## config.mk

```make
export PLATFORM = sky130hd
export DESIGN_NAME = vga_plot_arbiter
export DESIGN_NICKNAME = d
export VERILOG_FILES = /design/src/rtl/vga_plot_arbiter.sv
export SDC_FILE = /design/constraint.sdc
export NUM_CORES = 1
export LEC_CHECK = 0
export ABC_AREA = 1
export CORE_MARGIN = 2
export CORE_UTILIZATION = 60
export CTS_BUF_LIST = sky130_fd_sc_hd__clkbuf_16
export CTS_CLUSTER_SIZE = 16
export DETAILED_ROUTE_END_ITERATION = 7
export DONT_BUFFER_PORTS = 1
export GPL_TIMING_DRIVEN = 0
export PLACE_DENSITY = 0.82
export SYNTH_ARGS = -nofsm -noshare
export SYNTH_HDL_FRONTEND = slang
export SYNTH_SLANG_ARGS = --single-unit
export TNS_END_PERCENT = 100
```

## constraint.sdc

```tcl
create_clock -name CLOCK_50 -period 6 [get_ports CLOCK_50]
set_input_delay 1.8 -clock CLOCK_50 [delete_from_list [all_inputs] [get_ports CLOCK_50]]
set_output_delay 1.8 -clock CLOCK_50 [all_outputs]
set_load 0.03 [all_outputs]
```

## src/rtl/vga_plot_arbiter.sv

```systemverilog
// vga_plot_arbiter: shares the single VGA plot port between NREQ pixel-stream
// requesters (round-robin, whole bursts) and a built-in full-frame clear
// sequencer. Every plotted pixel leaves through one register stage.
module vga_plot_arbiter #(
  parameter int NREQ     = 3,
  parameter int SCREEN_W = 160,
  parameter int SCREEN_H = 120
) (
  input  logic                 CLOCK_50,
  input  logic                 resetn,      // active-high asynchronous reset
  input  logic [NREQ-1:0]      req,
  input  logic [NREQ-1:0]      px_valid,
  input  logic [NREQ-1:0]      px_last,
  input  logic [8*NREQ-1:0]    px_x,
  input  logic [7*NREQ-1:0]    px_y,
  input  logic [24*NREQ-1:0]   px_colour,
  output logic [NREQ-1:0]      px_ready,
  output logic [NREQ-1:0]      grant,
  input  logic                 clear_start,
  input  logic [23:0]          clear_colour,
  output logic                 clear_busy,
  output logic [7:0]           VGA_X,
  output logic [6:0]           VGA_Y,
  output logic [23:0]          VGA_COLOR,
  output logic                 plot
);

  localparam int IDXW = (NREQ > 1) ? $clog2(NREQ) : 1;

  typedef enum logic [1:0] {
    ARB   = 2'd0,
    GRANT = 2'd1,
    CLEAR = 2'd2
  } state_t;

  state_t            state_q, state_d;
  logic [NREQ-1:0]   grant_q, grant_d;
  logic [IDXW-1:0]   own_q, own_d;     // index of the current owner
  logic [IDXW-1:0]   ptr_q, ptr_d;     // round-robin search start
  logic              pend_q, pend_d;   // clear requested, not yet started
  logic              busy_q, busy_d;
  logic [7:0]        cx_q, cx_d;       // clear raster position
  logic [6:0]        cy_q, cy_d;
  logic [23:0]       ccol_q, ccol_d;   // fill colour latched at clear start
  logic [7:0]        vx_q, vx_d;       // output stage
  logic [6:0]        vy_q, vy_d;
  logic [23:0]       vc_q, vc_d;
  logic              plot_q, plot_d;

  // Round-robin search and owner lane selection
  logic              rr_found;
  logic [IDXW-1:0]   rr_idx;
  logic [IDXW-1:0]   cand_idx;
  int                cand;
  int                own_i;
  logic [7:0]        own_x;
  logic [6:0]        own_y;
  logic [23:0]       own_c;
  logic              own_req;
  logic              own_valid;
  logic              own_last;
  logic              own_inb;
  logic [IDXW-1:0]   ptr_next;
  logic              clr_last;

  assign own_i     = int'(own_q);
  assign own_x     = px_x[own_i*8 +: 8];
  assign own_y     = px_y[own_i*7 +: 7];
  assign own_c     = px_colour[own_i*24 +: 24];
  assign own_req   = req[own_q];
  assign own_valid = px_valid[own_q];
  assign own_last  = px_last[own_q];
  assign own_inb   = (own_x < 8'(SCREEN_W)) && (own_y < 7'(SCREEN_H));
  // Pointer moves to the requester after the one that just released.
  assign ptr_next  = (own_q == IDXW'(NREQ-1)) ? '0 : own_q + 1'b1;

  // First requesting index found when searching upward from the pointer
  always_comb begin
    rr_found = 1'b0;
    rr_idx   = '0;
    cand     = 0;
    cand_idx = '0;
    for (int k = 0; k < NREQ; k++) begin
      cand = int'(ptr_q) + k;
      if (cand >= NREQ) cand = cand - NREQ;
      cand_idx = cand[IDXW-1:0];
      if (!rr_found && req[cand_idx]) begin
        rr_found = 1'b1;
        rr_idx   = cand_idx;
      end
    end
  end

  // Next-state, grant, clear sequencing and output-stage loads
  always_comb begin
    state_d  = state_q;
    grant_d  = grant_q;
    own_d    = own_q;
    ptr_d    = ptr_q;
    pend_d   = pend_q;
    cx_d     = cx_q;
    cy_d     = cy_q;
    ccol_d   = ccol_q;
    vx_d     = vx_q;
    vy_d     = vy_q;
    vc_d     = vc_q;
    plot_d   = 1'b0;
    clr_last = 1'b0;

    // A clear request while one is pending or running is dropped.
    if (clear_start && !busy_q) pend_d = 1'b1;

    case (state_q)
      ARB: begin
        if (pend_q) begin
          state_d = CLEAR;
          pend_d  = 1'b0;
          cx_d    = '0;
          cy_d    = '0;
          ccol_d  = clear_colour;
        end else if (rr_found) begin
          state_d = GRANT;
          own_d   = rr_idx;
          grant_d = {{(NREQ-1){1'b0}}, 1'b1} << rr_idx;
        end
      end
      GRANT: begin
        if (!own_req) begin
          // Owner gave up mid-burst: release without plotting.
          state_d = ARB;
          grant_d = '0;
          ptr_d   = ptr_next;
        end else if (own_valid) begin
          if (own_inb) begin
            plot_d = 1'b1;
            vx_d   = own_x;
            vy_d   = own_y;
            vc_d   = own_c;
          end
          if (own_last) begin
            state_d = ARB;
            grant_d = '0;
            ptr_d   = ptr_next;
          end
        end
      end
      CLEAR: begin
        plot_d = 1'b1;
        vx_d   = cx_q;
        vy_d   = cy_q;
        vc_d   = ccol_q;
        if (cx_q == 8'(SCREEN_W-1)) begin
          cx_d = '0;
          if (cy_q == 7'(SCREEN_H-1)) begin
            state_d  = ARB;
            clr_last = 1'b1;
          end else begin
            cy_d = cy_q + 1'b1;
          end
        end else begin
          cx_d = cx_q + 1'b1;
        end
      end
      default: begin
        state_d = ARB;
        grant_d = '0;
      end
    endcase

    // Busy covers the pending wait, the sweep and the final pixel's plot cycle.
    busy_d = pend_d || (state_d == CLEAR) || clr_last;
  end

  // State and datapath registers, all cleared by reset
  always_ff @(posedge CLOCK_50 or posedge resetn) begin
    if (resetn) begin
      state_q <= ARB;
      grant_q <= '0;
      own_q   <= '0;
      ptr_q   <= '0;
      pend_q  <= 1'b0;
      busy_q  <= 1'b0;
      cx_q    <= '0;
      cy_q    <= '0;
      ccol_q  <= '0;
      vx_q    <= '0;
      vy_q    <= '0;
      vc_q    <= '0;
      plot_q  <= 1'b0;
    end else begin
      state_q <= state_d;
      grant_q <= grant_d;
      own_q   <= own_d;
      ptr_q   <= ptr_d;
      pend_q  <= pend_d;
      busy_q  <= busy_d;
      cx_q    <= cx_d;
      cy_q    <= cy_d;
      ccol_q  <= ccol_d;
      vx_q    <= vx_d;
      vy_q    <= vy_d;
      vc_q    <= vc_d;
      plot_q  <= plot_d;
    end
  end

  // The VGA path never stalls, so the owner is ready for its whole burst.
  assign px_ready   = (state_q == GRANT) ? grant_q : '0;
  assign grant      = grant_q;
  assign clear_busy = busy_q;
  assign VGA_X      = vx_q;
  assign VGA_Y      = vy_q;
  assign VGA_COLOR  = vc_q;
  assign plot       = plot_q;

endmodule

```

==> qor.txt, run 1 <==
status - completed
final setup TNS - 0 ps
M1 WL - 6630 microns
Adder-Cell Fraction of Synth Area - 2.35%
max_cap viols - 0
I/O Buffers - 0
reg2reg setup slack - 3340 ps
largest family of logic cells by synthesized area - simple AND/OR/NAND/NOR gates
XOR/XNOR share of the synthesized area - 0.493%
Worst EP required - 4200 ps
Root Buffer - clkbuf_16
leakage power - 2.82 nW
area of the multi-input gates - 2690 sq um
Detail Route Antenna Nets - 0
Via Count - 5417
register area share after synthesis - 42.2%
Fin. Hold Viols - 0
number of remaining DRC errors - 0
die width - 98.3 microns
worst slew pin tran - 652 ps
PnR Total Power - 0.00336 W
Max H-tree Level - 3
TritonRoute pass-1 iters - 7
deepest clock path buffer count - 2
antenna violations before repair - 0
Hold/Removal Path Class - reg2reg
DR WL/cell - 18.7 microns
CP arrival - 2260 ps
GPL Wtd Cong - 0.955
Gate Count Post-Synth - 755
worst r2r src - state_q[0]$_DFF_PP0_
n_diodes - 0
Post-CTS Repair Setup Buffers - 0
Hold Path Stages - 2
Synth Area in Compound Gates - 16.2%
ranking of synthesized cells by area - dfrtp_1 (42%), nand2_1 (23%), o211ai_1 (5.5%)
synthesized area per cell - 7.06 sq um
Met2 Routed Length - 7880 microns
FF+latch count, synth - 90
RSZ-0062 raised after global routing - false
crit path launch - state_q[1]$_DFF_PP0_
capturing point of the worst reg2reg path - cy_q[1]$_DFFE_PP0P_
post_cts resized - 0
Power Density - 577 nW/um^2
skew final - 7.60 ps
Critical Setup Path Class - reg2out
Clk pin slew, worst setup/hold paths - 70 ps
Slew headroom - 56.5%
Crit. End Element - output pin
drt initial violations - 404
Yosys top cell by area - dfrtp_1
Initial Util - 61.4%
Synth Area in Simple Gates - 31.3%
Reg2Reg Depth - 9
CTS tree - done
hold_buf cts - 0
minimum clock period - 4060 ps
Area Overhead vs Synth - 9.22%
Yosys warning total - 0
die height - 98.3 microns
top sig layer - met4
hpwl dp - 12400 microns
clock sink count - 90
maximum vdd drop - 270 uV
Netlist cell types - 34
io pins - 200
total CTS buffers - 9
top cell type's share of synthesized area - 42.2%
clock latency on the worst-skew pair - 340 ps
Syn Nets - 918
Routed Wire Length - 16500 microns
Placeable Area - 8680 sq um
met3 wire len - 1460 microns
share of cells above drive strength 1 - 4.79%
mux cell area share after synthesis - 0%
register area - 2250 sq um
Total GRT Usage - 34.2%
Core Rows - 34
Hold Startpoint - ccol_q[17]$_DFFE_PP0P_
pin count of the biggest net entering global routing - 54
Synth Cell Area - 5330 sq um
Fmax - 246 MHz
global-route wire length before repair - 26100 microns
final worst path period share - 67.6%
Net count, final - 930
Critical Path Source Type - flop
fill count - 827
hold endpoint - ccol_q[17]$_DFFE_PP0P_
via density per instance - 6.16
vias in the first global route - 5293
fin. max-slew vios - 0
Crit Path Max Fanout - 10
# setup viols final - 0
die area - 9660 sq um
total grt overflow - 0
cell usage after synthesis:
cell type and n:
nand2_1 329, dfrtp_1 90, nor2_1 56, inv_1 50
o211ai_1 39, clkbuf_1 30, nand3_1 25, o21ai_0 24
a21oi_1 21, a41oi_1 20, ha_1 10, a31oi_1 9
buf_2 8, o21ai_1 6, nand4_1 5, nor3_1 4
a21boi_0 3, a32oi_1 3, buf_4 3, inv_2 3
xor2_1 3, buf_1 2, a22oi_1 1, and2_1 1
buf_6 1, nand3_2 1, nand3b_1 1, nor2_2 1
nor2_4 1, nor4_1 1, o21a_1 1, o21ai_2 1
o21bai_1 1, o22ai_1 1
metrics by stage:
stage	hold slack (ps)	cells	area, sq um	worst slack, ps	util (%)
after CTS	485	880	5820	1940	67.1
final	484	880	5820	1940	67.1
after detailed placement	466	864	5500	2320	63.3
after global routing	514	880	5820	1810	67.1
after global placement	464	863	5470	905	63.0
after floorplan	450	755	5330	1860	-
worst max path at each step:
stage          slack, ps                         to  cells after the start
6_report            1940                px_ready[1]                      6
5_1_grt             1810                px_ready[0]                      6
4_1_cts             1940                px_ready[1]                      6
3_5_place_dp        2320                px_ready[1]                      6
3_3_place_gp         900  VGA_COLOR[13]$_DFFE_PP0P_                      1
2_1_floorplan       1860   VGA_COLOR[0]$_DFFE_PP0P_                      1
critical path, cell delays in order, from the launching register on:
cell	delay (ps)
dfrtp_1	400
inv_1	110
ha_1	150
clkbuf_1	500
buf_1	430
nand2_1	90
inv_1	230
logic make-up after synthesis:
logic type,Yosys count
buffers and inverters,97
AOI/OAI and AO/OA,130
xor gates and xnor gates,3
and+or+nand+nor,425
adders and majority gates,10
DFF,90
power breakdown:
group / internal [W] / switching [W]
clock: 0.000369 / 0.000250
combinational: 0.000468 / 0.000964
sequential: 0.000854 / 0.000453
total: 0.00169 / 0.00167
metal layers:
metal	GRT usage [%]	vias to the layer above
li1	-	2495
met1	43.9	2557
met2	56.4	319
met3	7.30	46
met4	14.2	0
met5	0	-
area by class of cell:
class	count	area share [%]
Clock inverter	7	1.74
Multi-Input combinational cell	568	46.1
Timing Repair Buffer	1	0.473
Inverter	53	3.46
Clock buffer	9	3.87
Buffer	44	3.33
Tap cell	108	2.32
Sequential cell	90	38.7
flip-flops by register name, indices dropped and copies added, names as in the netlist:
register / flops
pend_q: 1
VGA_X: 8
own_q: 2
cx_q: 8
VGA_COLOR: 24
ccol_q: 24
ptr_q: 2
plot: 1
VGA_Y: 7
cy_q: 7
clear_busy: 1
state_q: 2
grant: 3
cells in the final DEF (no fill, tap or decap), drive strengths merged:
| master | count |
|---|---|
| a21boi | 3 |
| a21oi | 21 |
| a22oi | 1 |
| a31oi | 9 |
| a32oi | 3 |
| a41oi | 20 |
| and2 | 1 |
| buf | 15 |
| bufinv | 2 |
| clkbuf | 39 |
| clkinv | 2 |
| clkinvlp | 1 |
| dfrtp | 90 |
| ha | 10 |
| inv | 55 |
| nand2 | 329 |
| nand3 | 26 |
| nand3b | 1 |
| nand4 | 5 |
| nor2 | 58 |
| nor3 | 4 |
| nor4 | 1 |
| o211ai | 39 |
| o21a | 1 |
| o21ai | 31 |
| o21bai | 1 |
| o22ai | 1 |
| xor2 | 3 |
(Power assumes the default switching activity.)
==> inputs of run 2 (changes only) <==
--- a/config.mk
+++ b/config.mk
@@ -7,7 +7,7 @@
 export LEC_CHECK = 0
 export ABC_AREA = 1
 export CORE_MARGIN = 2
-export CORE_UTILIZATION = 60
+export CORE_UTILIZATION = 58
 export CTS_BUF_LIST = sky130_fd_sc_hd__clkbuf_16
 export CTS_CLUSTER_SIZE = 16
 export DETAILED_ROUTE_END_ITERATION = 7
==> constraint.sdc (replaced) <==
create_clock -name CLOCK_50 -period 3.5 [get_ports CLOCK_50]
set_input_delay 1.05 -clock CLOCK_50 [delete_from_list [all_inputs] [get_ports CLOCK_50]]
set_output_delay 1.05 -clock CLOCK_50 [all_outputs]
set_load 0.03 [all_outputs]
==> run 2 against run 1 <==
  * Flip-flop and latch count unchanged
  * Count of clock-buffer cells in the layout unchanged
  * Clock skew up 3.4 ps
  * Register-to-register slack worse by 2400 ps
==> qor.txt, run 2 (synthesized netlist as in run 1, its figures left out) <==
fin. max-slew vios - 0 (unchanged)
CP arrival - 2250 ps (was 2260 ps)
Net count, final - 930 (unchanged)
capturing point of the worst reg2reg path - cy_q[4]$_DFFE_PP0P_ (was cy_q[1]$_DFFE_PP0P_)
Crit. End Element - output pin (unchanged)
number of remaining DRC errors - 0 (unchanged)
total CTS buffers - 9 (unchanged)
Fmax - 303 MHz
leakage power - 2.81 nW (was 2.82 nW)
worst setup margin - 205 ps (was 1940 ps)
minimum clock period - 3300 ps
commonest non-fill, non-tap cell in the layout - nand2_1 (unchanged)
DR WL/cell - 19.0 microns (was 18.7 microns)
Crit Path Max Fanout - 10 (unchanged)
die width - 99.9 microns (was 98.3 microns)
die area - 9980 sq um (was 9660 sq um)
Detail Route Antenna Nets - 0 (unchanged)
final non-filler cell total - 880 (unchanged)
reg2reg setup slack - 930 ps (was 3340 ps)
Root Buffer - clkbuf_16 (unchanged)
antenna violations before repair - 0 (unchanged)
DP Worst Slack - 564 ps (was 2320 ps)
Worst EP required - 2450 ps (was 4200 ps)
die height - 99.9 microns (was 98.3 microns)
Sw Ratio - 50.5% (was 49.6%)
post_cts resized - 0 (unchanged)
Fin. Hold Viols - 0 (unchanged)
Total GRT Usage - 33.6% (was 34.2%)
Initial Util - 60.5% (was 61.4%)
skew final - 11.0 ps (was 7.60 ps)
hold endpoint - ccol_q[0]$_DFFE_PP0P_ (was ccol_q[17]$_DFFE_PP0P_)
Post-Route Utilization - 65.8% (was 67.1%)
vias in the first global route - 5278 (was 5293)
maximum vdd drop - 424 uV (was 270 uV)
max_cap viols - 0 (unchanged)
PnR Total Power - 0.00572 W (was 0.00336 W)
switching power - 0.00289 W (was 0.00167 W)
clock sink count - 90 (unchanged)
GPL Wtd Cong - 0.916 (was 0.955)
RSZ-0062 raised after global routing - false (unchanged)
hpwl dp - 12400 microns (about the same)
Int Pwr - 0.00283 W (was 0.00169 W)
worst slew pin tran - 740 ps (was 652 ps)
status - completed (unchanged)
clock latency on the worst-skew pair - 340 ps (about the same)
Post-CTS Repair Setup Buffers - 0 (unchanged)
most frequent cells in the layout - nand2_1 (329), dfrtp_1 (90), nor2_1 (56) (unchanged)
I/O Buffers - 0 (unchanged)
combinational fraction of design power - 43.3% (was 42.6%)
worst r2r src - state_q[0]$_DFF_PP0_ (unchanged)
Core Rows - 34 (unchanged)
Min Hold Slack - 486 ps (was 484 ps)
global-route wire length before repair - 26300 microns (was 26100 microns)
n_diodes - 0 (unchanged)
io pins - 200 (unchanged)
Hold/Removal Path Class - reg2reg (unchanged)
deepest clock path buffer count - 2 (unchanged)
Clk pin slew, worst setup/hold paths - 70 ps (about the same)
Critical Setup Path Class - reg2out (unchanged)
Routed Wire Length - 16700 microns (was 16500 microns)
Critical Path Source Type - flop (unchanged)
# setup viols final - 0 (unchanged)
total grt overflow - 0 (unchanged)
Seq pwr share - 39.4% (was 38.9%)
Reg2Reg Depth - 9 (unchanged)
Placeable Area - 8810 sq um (was 8680 sq um)
hold_buf cts - 0 (unchanged)
final worst path period share - 94.1%
pin count of the biggest net entering global routing - 49 (was 54)
TritonRoute pass-1 iters - 5 (was 7)
Power Density - 986 nW/um^2 (was 577 nW/um^2)
Max H-tree Level - 3 (unchanged)
via density per instance - 6.11 (was 6.16)
Slew headroom - 50.7% (was 56.5%)
Via Count - 5374 (was 5417)
Hold Startpoint - ccol_q[0]$_DFFE_PP0P_ (was ccol_q[17]$_DFFE_PP0P_)
drt initial violations - 413 (was 404)
Post-Place Cells - 864 (unchanged)
Clk pwr share - 17.3% (was 18.4%)
CTS tree - done (unchanged)
Hold Path Stages - 2 (unchanged)
Area Overhead vs Synth - 8.75% (was 9.22%)
share of cells above drive strength 1 - 4.66% (was 4.79%)
## run 2: how the worst max path moves through the flow
stage,start,cells after the start,end
2_1_floorplan,resetn,1,VGA_COLOR[0]$_DFFE_PP0P_
4_1_cts,state_q[1]$_DFF_PP0_,6,px_ready[2]
3_3_place_gp,resetn,1,VGA_COLOR[16]$_DFFE_PP0P_
5_1_grt,state_q[1]$_DFF_PP0_,6,px_ready[2]
6_report,state_q[1]$_DFF_PP0_,6,px_ready[2]
3_5_place_dp,state_q[1]$_DFF_PP0_,6,px_ready[2]
## run 2: routing by layer
layer / wire (microns) / share of wire [%] / GRT usage [%] / vias to the layer above
met5: 0 / 0 / 0 / -
met4: 370 / 2.2 / 12.5 / 0
met3: 1490 / 8.9 / 5.78 / 34
met2: 8060 / 48 / 55.7 / 293
met1: 6780 / 41 / 44.5 / 2556
li1: - / - / - / 2491
## run 2: through the flow
stage | TNS, ps | area [sq um]
detailed placement | 0 | 5500
floorplan | 0 | 5330
CTS | 0 | 5800
global route | 0 | 5800
finish | 0 | 5800
global placement | -74020 | 5470
## run 2: final cells by class
cell class | instances | area [sq um]
buffer | 44 | 194
clock buffer | 9 | 225
clock inverter | 7 | 76.3
fill | 752 | 3010
inverter | 53 | 201
multi-input combinational | 568 | 2690
sequential | 90 | 2250
tap | 108 | 135
timing repair buffer | 1 | 27.5
## run 2: power by group through the flow
stage	logic (W)	registers, W	clock network [W]
3_3_place_gp	0.00230	0.00224	0
4_1_cts	0.00243	0.00225	0.000989
2_1_floorplan	0.00180	0.00215	0
5_1_grt	0.00277	0.00229	0.00105
6_report	0.00247	0.00225	0.000990
3_5_place_dp	0.00240	0.00226	0
## run 2: critical path, stage by stage, from the launching register on
cell      delay (ps)
dfrtp_1          410
inv_1            110
ha_1             150
clkbuf_1         490
buf_1            420
nand2_1          100
inv_1            240
==> inputs of run 3 (changes only) <==
--- a/config.mk
+++ b/config.mk
@@ -14,6 +14,7 @@
 export DONT_BUFFER_PORTS = 1
 export GPL_TIMING_DRIVEN = 0
 export PLACE_DENSITY = 0.82
+export SLEW_MARGIN = 5
 export SYNTH_ARGS = -nofsm -noshare
 export SYNTH_HDL_FRONTEND = slang
 export SYNTH_SLANG_ARGS = --single-unit
==> results of run 3 <==
No change in the layout: final DEF, timing and power equal those of run 2.
